===== src/rtl/chimp_board_renderer.sv =====
`timescale 1ns/1ps
`default_nettype none
// ============================================================================
//  Module   : chimp_board_renderer
//  Purpose  : Scans the 8x8 chimp-game board one cell at a time and paints
//             every cell into the 160x120 VGA framebuffer, one pixel-write
//             per clock. A start pulse begins a full redraw and a one-cycle
//             done pulse marks its end.
//  Ports    : clk      - system clock
//             iKey0    - synchronous active-high reset
//             iStart   - one-cycle pulse that begins a full-board redraw
//             iCell    - cell word at (oCellX, oCellY):
//                        [6] active, [5] showing, [4:0] number
//             oCellX/Y - board column/row being read
//             oX/oY    - framebuffer pixel address
//             oColour  - RGB pixel colour
//             oPlot    - pixel write strobe
//             oBusy    - redraw in progress
//             oDone    - one-cycle completion pulse
//  Revision : 1.0 - initial release
// ============================================================================
module chimp_board_renderer #(
    parameter int BOARD_X0   = 20,
    parameter int BOARD_Y0   = 0,
    parameter int CELL_PITCH = 15
) (
    input  logic       clk,
    input  logic       iKey0,
    input  logic       iStart,
    input  logic [6:0] iCell,
    output logic [2:0] oCellX,
    output logic [2:0] oCellY,
    output logic [7:0] oX,
    output logic [6:0] oY,
    output logic [2:0] oColour,
    output logic       oPlot,
    output logic       oBusy,
    output logic       oDone
);

    typedef enum logic [1:0] {
        S_IDLE  = 2'd0,
        S_LATCH = 2'd1,
        S_DRAW  = 2'd2,
        S_DONE  = 2'd3
    } state_t;

    // Last pixel index within a cell; the final row/column is the gap.
    localparam logic [3:0] C_LAST = 4'(CELL_PITCH - 1);

    localparam logic [2:0] C_BLACK = 3'b000;
    localparam logic [2:0] C_WHITE = 3'b111;
    localparam logic [2:0] C_BLUE  = 3'b001;

    state_t     r_state;
    state_t     w_next;
    logic [2:0] r_cx;
    logic [2:0] r_cy;
    logic [3:0] r_px;
    logic [3:0] r_py;
    logic [6:0] r_cell;

    // 3x5 font: rows concatenated top to bottom, leftmost column in the MSB,
    // so pixel (col,row) sits at bit 14 - (row*3 + col).
    function automatic logic [14:0] f_font(input logic [4:0] d);
        logic [14:0] g;
        case (d)
            5'd0:    g = 15'b111_101_101_101_111;
            5'd1:    g = 15'b010_110_010_010_111;
            5'd2:    g = 15'b111_001_111_100_111;
            5'd3:    g = 15'b111_001_111_001_111;
            5'd4:    g = 15'b101_101_111_001_001;
            5'd5:    g = 15'b111_100_111_001_111;
            5'd6:    g = 15'b111_100_111_101_111;
            5'd7:    g = 15'b111_001_001_001_001;
            5'd8:    g = 15'b111_101_111_101_111;
            5'd9:    g = 15'b111_101_111_001_111;
            default: g = 15'b000_000_000_000_000;
        endcase
        return g;
    endfunction

    // Padded to 16 bits so an out-of-glyph index (only evaluated when the
    // region test is false) still lands inside the vector.
    function automatic logic f_glyph(input logic [14:0] g,
                                     input logic [3:0]  col,
                                     input logic [3:0]  row);
        logic [15:0] gx;
        logic [3:0]  idx;
        gx  = {1'b0, g};
        idx = 4'd14 - (row * 4'd3 + col);
        return gx[idx];
    endfunction

    // ------------------------------------------------------------------
    // State register and scan counters
    // ------------------------------------------------------------------
    always_ff @(posedge clk) begin
        if (iKey0) begin
            r_state <= S_IDLE;
            r_cx    <= 3'd0;
            r_cy    <= 3'd0;
            r_px    <= 4'd0;
            r_py    <= 4'd0;
            r_cell  <= 7'd0;
        end else begin
            r_state <= w_next;
            case (r_state)
                S_IDLE: begin
                    if (iStart) begin
                        r_cx <= 3'd0;
                        r_cy <= 3'd0;
                    end
                end
                S_LATCH: begin
                    r_cell <= iCell;
                    r_px   <= 4'd0;
                    r_py   <= 4'd0;
                end
                S_DRAW: begin
                    if (r_px == C_LAST) begin
                        r_px <= 4'd0;
                        if (r_py == C_LAST) begin
                            r_py <= 4'd0;
                            // Column is the inner cell loop; both wrap to 0
                            // after the last cell.
                            r_cx <= r_cx + 3'd1;
                            if (r_cx == 3'd7) begin
                                r_cy <= r_cy + 3'd1;
                            end
                        end else begin
                            r_py <= r_py + 4'd1;
                        end
                    end else begin
                        r_px <= r_px + 4'd1;
                    end
                end
                default: begin
                end
            endcase
        end
    end

    // ------------------------------------------------------------------
    // Next-state logic
    // ------------------------------------------------------------------
    always_comb begin
        w_next = r_state;
        case (r_state)
            S_IDLE: begin
                if (iStart) begin
                    w_next = S_LATCH;
                end
            end
            S_LATCH: begin
                w_next = S_DRAW;
            end
            S_DRAW: begin
                if (r_px == C_LAST && r_py == C_LAST) begin
                    if (r_cx == 3'd7 && r_cy == 3'd7) begin
                        w_next = S_DONE;
                    end else begin
                        w_next = S_LATCH;
                    end
                end
            end
            S_DONE: begin
                w_next = S_IDLE;
            end
            default: begin
                w_next = S_IDLE;
            end
        endcase
    end

    // ------------------------------------------------------------------
    // Pixel colour
    // ------------------------------------------------------------------
    logic       w_draw;
    logic       w_gap;
    logic [4:0] w_num;
    logic [4:0] w_tens;
    logic [4:0] w_units;
    logic       w_in_tens;
    logic       w_in_units;
    logic       w_tens_on;
    logic       w_units_on;
    logic [2:0] w_colour;
    logic [7:0] w_x;
    logic [6:0] w_y;

    assign w_draw = (r_state == S_DRAW);
    assign w_gap  = (r_px == C_LAST) || (r_py == C_LAST);
    assign w_num  = r_cell[4:0];

    // Numbers stop at 31, so a compare chain replaces a divider.
    assign w_tens  = (w_num >= 5'd30) ? 5'd3 :
                     (w_num >= 5'd20) ? 5'd2 :
                     (w_num >= 5'd10) ? 5'd1 : 5'd0;
    assign w_units = w_num - w_tens * 5'd10;

    assign w_in_tens  = (r_px >= 4'd3) && (r_px <= 4'd5) &&
                        (r_py >= 4'd5) && (r_py <= 4'd9);
    assign w_in_units = (r_px >= 4'd8) && (r_px <= 4'd10) &&
                        (r_py >= 4'd5) && (r_py <= 4'd9);

    // A leading zero is suppressed: single-digit numbers show only units.
    assign w_tens_on  = w_in_tens && (w_tens != 5'd0) &&
                        f_glyph(f_font(w_tens), r_px - 4'd3, r_py - 4'd5);
    assign w_units_on = w_in_units &&
                        f_glyph(f_font(w_units), r_px - 4'd8, r_py - 4'd5);

    always_comb begin
        w_colour = C_BLACK;
        if (w_draw && !w_gap && r_cell[6]) begin
            if (!r_cell[5]) begin
                w_colour = C_WHITE;
            end else if (w_tens_on || w_units_on) begin
                w_colour = C_WHITE;
            end else begin
                w_colour = C_BLUE;
            end
        end
    end

    assign w_x = 8'(BOARD_X0 + CELL_PITCH * int'(r_cx) + int'(r_px));
    assign w_y = 7'(BOARD_Y0 + CELL_PITCH * int'(r_cy) + int'(r_py));

    // Address and colour are forced to zero outside DRAW so the bus is
    // quiet whenever no pixel is being written.
    assign oX      = w_draw ? w_x : 8'd0;
    assign oY      = w_draw ? w_y : 7'd0;
    assign oColour = w_colour;
    assign oPlot   = w_draw;
    assign oBusy   = (r_state == S_LATCH) || w_draw;
    assign oDone   = (r_state == S_DONE);
    assign oCellX  = r_cx;
    assign oCellY  = r_cy;

endmodule
`default_nettype wire


===== config.mk =====
export PLATFORM = sky130hd
export DESIGN_NAME = chimp_board_renderer
export DESIGN_NICKNAME = d
export VERILOG_FILES = /design/src/rtl/chimp_board_renderer.sv
export SDC_FILE = /design/constraint.sdc
export NUM_CORES = 1
export LEC_CHECK = 0
export CELL_PAD_IN_SITES_DETAIL_PLACEMENT = 2
export CELL_PAD_IN_SITES_GLOBAL_PLACEMENT = 2
export CORE_ASPECT_RATIO = 1.1
export CORE_MARGIN = 10
export CORE_UTILIZATION = 38
export CTS_BUF_LIST = sky130_fd_sc_hd__clkbuf_8
export CTS_CLUSTER_DIAMETER = 60
export DETAILED_ROUTE_END_ITERATION = 8
export GPL_ROUTABILITY_DRIVEN = 0
export PLACE_DENSITY = 0.89
export SYNTH_ARGS = -nofsm -noshare
export SYNTH_HDL_FRONTEND = slang
export SYNTH_SLANG_ARGS = --single-unit

===== constraint.sdc =====
create_clock -name clk -period 8.5 [get_ports clk]
set_input_delay 2.125 -clock clk [delete_from_list [all_inputs] [get_ports clk]]
set_output_delay 2.125 -clock clk [all_outputs]
set_load 0.03 [all_outputs]

# ---- Word level (Yosys, flattened, before mapping)
# Memories as Yosys holds them, arrays and structs flattened.
# Cells that the tools add are included.
dict set report word_totals {
  register_bits 23
  romBits 480
  elab_cells 106
  n_memories 2
}
dict set report op_classes {
  n_addsub 15
  multipliers 4
  magnitude_cmp 11
  eq_ne 12
  mux 31
  n_reduce_logical 25
}
# memory words word_bits read_ports rd_clocked_by_memory_dff wr line
set mem_list {}
lappend mem_list {{(no name shown)} 16 15 1 0 0 67} ;# case (d)
lappend mem_list {{(no name shown)} 16 15 1 0 0 67}
# cell count
set ops {}
lappend ops {{15-bit 2-to-1 mux} 2}
lappend ops {{3-bit 2-to-1 mux} 9}
lappend ops {{4-bit case mux with 2 select lines} 2}
lappend ops {{4-bit by 3-bit multiplier with 7-bit output, first input constant} 2}
lappend ops {{1-bit logical AND} 13}
lappend ops {{4-bit 2-to-1 mux} 3}
lappend ops {{3-bit case mux with 2 select lines} 2}
lappend ops {{5-bit >= comparator, second input constant} 2}
lappend ops {{4-bit by 5-bit less-than comparator with 1-bit output, second input constant} 2}
lappend ops {{2-bit 2-to-1 mux} 5}
lappend ops {{4-bit by 1-bit adder with 4-bit output, second input constant} 2}
lappend ops {{4-bit adder} 2}
lappend ops {{5-bit by 7-bit adder with 8-bit output, first input constant} 1}
lappend ops {{8-bit by 4-bit adder with 8-bit output} 1}
lappend ops {{1-bit binary-select mux with 4-bit select} 2}
lappend ops {{4-bit equality test, second input constant} 2}
lappend ops {{4-bit less-or-equal comparator, second input constant} 2}
lappend ops {{8-bit 2-to-1 mux} 1}
lappend ops {{2-bit by 1-bit != test with 1-bit output, second input constant} 4}
lappend ops {{2-bit case mux with 4 select lines} 1}
lappend ops {{4-bit subtractor, first input constant} 2}
lappend ops {{7-bit by 4-bit adder with 7-bit output} 1}
lappend ops {{7-bit 2-to-1 mux} 1}
lappend ops {{3-bit by 1-bit adder with 3-bit output, second input constant} 2}
lappend ops {{24 further kinds} 32}

# ---- Logic depth before layout (Yosys ltp)
# Gate-level depths: netlist of the first run.
# An unclocked memory read counts as a cell.
dict set report logic_depth {
  word_depth 15
  ltp_mapped 15
  depth_no_buf 14
}

# ---- Worst setup path after synthesis of the first run
# OpenSTA, ideal clock, no wires.
dict set report synth_timing {
  path_kind {reg-to-output}
  from {reg r_py[0]}
  to {out oColour[2]}
  arrival_time_ns 4.172
  t_required_ns 6.375
  slack_ns 2.203
  stages_incl_launch_ff 15
  path_cell_list {dfxtp_1 inv_1 ha_1 xnor2_1 fa_1 inv_1 ha_1 inv_1 fa_1 inv_1 a2111oi_1 o21ai_1 o211a_1 o41ai_2 buf_4}
}
dict set report synth_between {
  elab_chain_cells 11
}
# item line
set synth_lines {}
lappend synth_lines {{start, declared} 60} ;# logic [3:0] r_py;
lappend synth_lines {{start signal, assigned} 132} ;# r_py <= r_py + 4'd1;
lappend synth_lines {{4-bit by 3-bit subtractor with 4-bit output} {209, 211}}
lappend synth_lines {{4-bit by 2-bit multiplier with 4-bit output} 91} ;# idx = 4'd14 - (row * 4'd3 + col);
lappend synth_lines {{4-bit adder} 91}
lappend synth_lines {{4-bit subtractor} 91}
lappend synth_lines {{1-bit binary-select mux with 4-bit select} 92} ;# return gx[idx];
lappend synth_lines {{1-bit 2-to-1 mux (implied by the code)} 92}
lappend synth_lines {{1-bit logical AND (on tied branches)} {208, 210}}
lappend synth_lines {{1-bit logical OR} 218} ;# end else if (w_tens_on || w_units_on) begin
lappend synth_lines {{3-bit 2-to-1 mux} 218}
lappend synth_lines {{3-bit 2-to-1 mux} 216} ;# if (!r_cell[5]) begin
lappend synth_lines {{3-bit 2-to-1 mux *} 215} ;# if (w_draw && !w_gap && r_cell[6]) begin
lappend synth_lines {{end, declared} 35} ;# output logic [2:0] oColour,
# Mark *: on every way between the ends. The rest lies on a longest branch, timed or not. The select of a mux whose other input is x is not followed.

# ---- Final worst setup path of the first run
# Ends and elaborated chain as after synthesis.

==> impl_metrics.yaml, run 1 <==
status:
  outcome: "completed"
timing:
  grt_setup_unrepaired: "false"
  setup-tns-final_ns: 0
  worst_pin_slew_ns: 0.837
  finalHoldViolCount: 0
  slew_headroom_pct: 44.0
  finalCritPeriodShare_pct: 83.0
  period_minus_slack_ns: 7.06
  setup_violations: 0
  finalClockSkew_ns: 0.00542
  drv_slew: 0
  clock.fmax_ghz: 0.142
cts:
  cts_setup_buffers: 0
  cts-root-buf: "clkbuf_8"
  ctsResizeCount: 0
  clkSlewWorstSetupHoldPaths_ns: 0.09
  cts.sinks: 23
  cts_buffers: 3
  cts_tree: "built"
  cts_buffer_depth: 2
  htreeDepth: 1
  hold_buffers: 0
  insertion_delay_ns: 0.27
synth:
  yosys.area_share.adder_pct: 32.7
  synth-seq-area-share_pct: 15.5
  post_synth_num_cell_types: 55
  yosysTopAreaCellShare_pct: 23.2
  synth_ff_type: "dfxtp_1"
  synth_warnings: 0
  yosysTopAreaCell: "ha_1"
  ys_ff_latch: 23
  ys_top_cells_by_area: "ha_1 23%, dfxtp_1 16%, fa_1 9.5%, inv_1 6.1%, mux2i_1 4.4%"
  synthMuxAreaShare_pct: 5.53
  synth_top_family_by_area: "adder cells"
  syn_area_per_cell_sq_um: 8.40
  yosys.area_share.simple_pct: 17.8
  syn_area_sq_mm: 0.00297
  synth-xor-area-share_pct: 5.32
  ys_async_sr_fraction_pct: 0
  synth_compound_area_share_pct: 15.5
  syn_nets: 432
  syn_inst: 353
  synth-edff-count: 0
floorplanning:
  row_count: 33
  die_area_sq_mm: 0.0117
  initial_core_util_pct: 39.5
  core_area_sq_mm: 0.00751
  die_y_um: 113
  pin_count: 37
  die_w_um: 104
placed_design:
  place_inst: 484
  hpwl_mm: 7.33
  port_buffers: 36
detailed_routing:
  via_per_inst: 5.34
  firstDrtPassIters: 4
  first_iter_violations: 85
  ant_nets: 0
  via_count: 2605
  drc: 0
  detail_route.wl_per_cell_um: 19.1
  routed_wl_mm: 9.30
cells_and_area:
  drive_above_1_share_pct: 3.39
  final_nets: 463
  diodes: 0
  final_cells: 488
  nFillCells: 866
  area_growth_pct: 16.8
critical_path:
  critical_path_class: "flip-flop to primary output"
  reg2reg_to: "oCellX[1]$_SDFFE_PP0P_"
  cp-end-kind: "primary output"
  cp-endpoint: "oColour[2]"
  r2r_start: "r_state[0]$_SDFFE_PP0P_"
  cp_max_fo: 9
  cp.required_ns: 6.38
  reg2reg_depth: 9
  cp.arrival_ns: 4.93
  crit_path_start: "r_py[0]$_SDFFE_PP0P_"
  rrSetupSlack_ns: 6.09
  critPathLaunchType: "flip-flop"
power:
  power-per-cell-area_mw_per_mm2: 341
  p_leak_nw: 1.55
  max-vdd-ir-drop_mv: 0.127
flow_run:
  cap_violations: 0
global_route:
  track_usage_pct: 16.1
  grt_pass1_vias: 3002
  antenna_found_initial: 0
  grt_max_degree: 35
  overflow: 0
  grt_pass1_wl_mm: 15.7
worst_hold_path:
  hold_class: "flip-flop to flip-flop"
  min-delay-start: "r_cell[5]$_SDFFE_PP0P_"
==> synth_stat cells, types with 3 or more instances <==
library cell,instances
ha_1,55
inv_1,48
nor2_1,31
dfxtp_1,23
nand2_1,19
a21oi_1,15
fa_1,14
and2_1,13
mux2i_1,13
xnor2_1,13
nor2b_1,9
clkbuf_1,8
o21ai_0,6
a21o_1,5
nand3_1,5
nor3_1,5
nor3b_1,5
xor2_1,5
a211oi_1,4
a31oi_1,4
nand2b_1,4
o21a_1,4
mux2_2,3
o211ai_1,3
==> routing by layer <==
metal | up-vias | GRT usage (%) | wire, um
li1 | 1251 | - | -
met5 | - | 0 | 0
met2 | 46 | 30.9 | 4970
met3 | 12 | 3.32 | 353
met4 | 0 | 4.83 | 197
met1 | 1296 | 17.1 | 3780
==> worst max-delay path: stages, from the launching register on <==
cell and delay (ns):
dfxtp_1 0.55, inv_1 0.16, ha_1 0.32, xnor2_1 0.17, fa_1 0.51, inv_1 0.06, ha_1 0.32, inv_1 0.07
fa_1 0.55, inv_1 0.05, a2111oi_1 0.46, o21ai_1 0.14, o211a_1 0.14, o41ai_2 0.40, clkdlybuf4s50_1 0.76
==> state kept, by name, summed over array words and instances, names as in the netlist <==
| name | count |
|---|---|
| oCellY | 3 |
| r_px | 4 |
| r_state | 2 |
| r_py | 4 |
| oCellX | 3 |
| r_cell | 7 |
==> logic make-up (layout without fill, tap and decap cells) <==
kind of cell	after synthesis	count (layout)
flops	23	23
buf+inv	59	89
compound gates	65	65
xor+xnor	18	18
simple gates	103	103
mux	16	16
fa+ha+maj	69	69
==> report_power, final <==
part           total [mW]  switching, mW  internal [mW]
Clock              0.0734         0.0402         0.0332
Sequential          0.157         0.0316          0.125
Combinational       0.950          0.551          0.399
Total                1.18          0.623          0.558
==> how the worst min path moves through the flow <==
stage                             end  slack [ns]  cells past startpoint
2_1_floorplan  r_cell[6]$_SDFFE_PP0P_        0.46                      2
3_3_place_gp   r_cell[5]$_SDFFE_PP0P_        0.49                      2
3_5_place_dp   r_cell[5]$_SDFFE_PP0P_        0.50                      2
4_1_cts        r_cell[5]$_SDFFE_PP0P_        0.52                      2
5_1_grt        r_cell[5]$_SDFFE_PP0P_        0.55                      2
6_report       r_cell[5]$_SDFFE_PP0P_        0.51                      2
==> cell type report <==
class	instances	area, sq um	share of cell area [%]
Clock buffer	3	41.3	1.19
Clock inverter	1	7.51	0.217
Sequential cell	23	460	13.3
Multi-Input combinational cell	271	2280	65.7
Tap cell	105	131	3.79
Timing Repair Buffer	37	368	10.6
Inverter	48	180	5.20
==> stage by stage <==
| step | area [sq um] | hold slack, ns | power (mW) | util [%] | worst slack, ns |
|---|---|---|---|---|---|
| 6_report | 3460 | 0.513 | 1.18 | 46.1 | 1.44 |
| 5_1_grt | 3460 | 0.554 | 1.30 | 46.1 | 1.12 |
| 4_1_cts | 3460 | 0.521 | 1.20 | 46.1 | 1.37 |
| 3_5_place_dp | 3420 | 0.498 | 1.08 | 45.5 | 1.77 |
| 3_3_place_gp | 3420 | 0.488 | 1.02 | 45.5 | 1.95 |
| 2_1_floorplan | 2970 | 0.460 | 0.860 | - | 2.20 |
==> placed cells by master, fill, tap and decap left out, drive strengths merged, types with 10 or more instances in the layout <==
master	count
a21oi	16
dfxtp	23
mux2i	13
nor2	32
nand2	19
and2	14
fa	14
clkdlybuf4s50	36
inv	48
xnor2	13
ha	55
nor2b	10
(Power assumes the default switching activity.)
==> inputs of run 2 (changes only) <==
--- a/config.mk
+++ b/config.mk
@@ -9,12 +9,12 @@
 export CELL_PAD_IN_SITES_GLOBAL_PLACEMENT = 2
 export CORE_ASPECT_RATIO = 1.1
 export CORE_MARGIN = 10
-export CORE_UTILIZATION = 38
+export CORE_UTILIZATION = 35
 export CTS_BUF_LIST = sky130_fd_sc_hd__clkbuf_8
 export CTS_CLUSTER_DIAMETER = 60
 export DETAILED_ROUTE_END_ITERATION = 8
 export GPL_ROUTABILITY_DRIVEN = 0
-export PLACE_DENSITY = 0.89
+export PLACE_DENSITY = 0.83
 export SYNTH_ARGS = -nofsm -noshare
 export SYNTH_HDL_FRONTEND = slang
 export SYNTH_SLANG_ARGS = --single-unit
==> constraint.sdc (replaced) <==
create_clock -name clk -period 6.55 [get_ports clk]
set_input_delay 1.6375 -clock clk [delete_from_list [all_inputs] [get_ports clk]]
set_output_delay 1.6375 -clock clk [all_outputs]
set_load 0.03 [all_outputs]
==> run 2 against run 1 <==
- non-clock buffer count unchanged
- register-to-register slack worse by 1.9 ns
- sequential power up 30%
- via count decreased by 1.9%
- global-route usage fell by 1.4 points
- hold slack gained 0.030 ns
- clock-buffer cell count is the same
- critical path type unchanged
- largest power group unchanged
- highest routed layer unchanged
==> impl_metrics.yaml, run 2 (synthesized netlist as in run 1, its figures left out) <==
power:
  intPower_mw: 0.723
  p_switching_mw: 0.760
  p_leak_nw: 1.56
  max-vdd-ir-drop_mv: 0.148
  power-per-cell-area_mw_per_mm2: 427
  p_comb_share_pct: 79.8
  pwr-share-clk_pct: 6.4
  seq_power_share_pct: 13.8
  swShare_pct: 51.2
critical_path:
  cp.required_ns: 4.91
  critical_path_class: "flip-flop to primary output"
  critical-path-max-stage-delay_ns: 0.55
  path_common_cell: "inv_1"
  cp.arrival_ns: 4.59
  cpLargestDelayFamily: "adder cells"
  critPathBufInv: 5
  critPathLaunchType: "flip-flop"
  cp-end-kind: "primary output"
  cp_max_fo: 9
  crit_chain: "inv_1 > ha_1 > xnor2_1 > fa_1 > inv_1 > ha_1 > inv_1 > fa_1 > inv_1 > a2111oi_1 > o21ai_1 > o211a_1 > o41ai_2 > dlygate4sd2_1"
  crit_slowest_cell: "fa_1"
timing:
  period_minus_slack_ns: 6.22
  finalCritPeriodShare_pct: 95.0
  finalHoldViolCount: 0
  whs_ns: 0.543
  drv_slew: 0
  worst_pin_slew_ns: 0.802
  finalClockSkew_ns: 0.00232
  grt_setup_unrepaired: "false"
  clock.fmax_ghz: 0.161
  slew_headroom_pct: 46.3
  setup-tns-final_ns: 0
  setup_violations: 0
cells_and_area:
  drive_above_1_share_pct: 3.39
  final_cell_mix: "55 x ha_1, 48 x inv_1, 34 x clkdlybuf4s50_1"
  area_growth_pct: 17.0
  reg_top3: "r_cell x7, r_px x4, r_py x4"
  final_cells: 494
  final_common_cell: "ha_1"
  largest_reg_flops: 7
  utilization_pct: 41.7
  regMostFlops: "r_cell"
  final_nets: 463
  final-seq-area_sq_um: 460
  diodes: 0
  multi_input_area_sq_mm: 0.00228
  nFillCells: 964
global_route:
  overflow: 0
  grt_max_degree: 34
  grt_pass1_vias: 2915
  track_usage_pct: 14.7
  grt_pass1_wl_mm: 15.0
  antenna_found_initial: 0
cts:
  cts_buffers: 3
  cts.sinks: 23
  clkSlewWorstSetupHoldPaths_ns: 0.09
  cts-root-buf: "clkbuf_8"
  insertion_delay_ns: 0.27
  cts_tree: "built"
  hold_buffers: 0
  cts_buffer_depth: 2
  htreeDepth: 1
floorplanning:
  die_w_um: 108
  initial_core_util_pct: 35.6
  die_area_sq_mm: 0.0126
  core_area_sq_mm: 0.00832
  row_count: 35
  die_y_um: 117
  pin_count: 37
detailed_routing:
  drc: 0
  via_per_inst: 5.17
  detail_route.wl_per_cell_um: 17.8
  firstDrtPassIters: 4
  routed_wl_mm: 8.78
  first_iter_violations: 97
  ant_nets: 0
  via_count: 2556
flow_run:
  cap_violations: 0
worst_hold_path:
  hold_class: "flip-flop to flip-flop"
placed_design:
  port_buffers: 36
  hpwl_mm: 7.31
  place_inst: 490
status:
  outcome: "completed"
[run 2: changes by cell type in the layout (fill, tap and decap cells not counted)]
cell	change
dlygate4sd2_1	+2
clkdlybuf4s50_1	-2
[run 2: power groups by stage]
| stage | Combinational (mW) | Clock (mW) | Sequential [mW] |
|---|---|---|---|
| floorplan | 0.924 | 0 | 0.192 |
| global placement | 1.13 | 0 | 0.206 |
| CTS | 1.20 | 0.0970 | 0.206 |
| finish | 1.18 | 0.0951 | 0.204 |
| detailed placement | 1.19 | 0 | 0.209 |
| global route | 1.33 | 0.104 | 0.212 |
[run 2: tightest hold or removal path: cells and delay by family, from the launching register on]
kind	cells	cell delay [ns]
flops	1	0.38
simple gates	1	0.08
compound gates	1	0.05
[run 2: routing by layer]
layer | share of wire, % | track usage [%] | vias to the layer above
met2 | 54 | 28.1 | 38
met3 | 3.9 | 3.26 | 4
met1 | 42 | 16.2 | 1266
li1 | - | - | 1248
met5 | 0 | 0 | -
met4 | 0.88 | 2.41 | 0
[run 2: final timing paths]
path | startpoint | to | slack (ns) | cells after the start
max | r_py[0]$_SDFFE_PP0P_ | oColour[1] | 0.33 | 14
min | r_px[2]$_SDFFE_PP0P_ | r_px[2]$_SDFFE_PP0P_ | 0.54 | 2
max reg2reg | r_state[0]$_SDFFE_PP0P_ | oCellX[1]$_SDFFE_PP0P_ | 4.21 | 9
min reg2reg | r_px[2]$_SDFFE_PP0P_ | r_px[2]$_SDFFE_PP0P_ | 0.54 | 2
[run 2: through the flow]
| step | power [mW] | setup slack (ns) | instance area, sq um |
|---|---|---|---|
| after floorplan | 1.12 | 0.741 | 2970 |
| after global placement | 1.33 | 0.511 | 3420 |
| after detailed placement | 1.40 | 0.279 | 3420 |
| after CTS | 1.51 | 0.285 | 3470 |
| after global routing | 1.64 | 0.0325 | 3470 |
| final | 1.48 | 0.327 | 3470 |
[run 2: layout make-up]
type                       instances  area share, %
clock inverter                     1          0.216
clock buffer                       3           1.19
sequential                        23           13.3
timing repair buffer              37           10.5
tap                              111           4.00
multi-input combinational        271           65.6
inverter                          48           5.19
[run 2: timing repair]
action,4_1_cts,5_1_grt
setup buffers,0,0
gates resized for setup,2,0
endpoints found under the hold margin,0,0
endpoints found under the setup margin,2,0
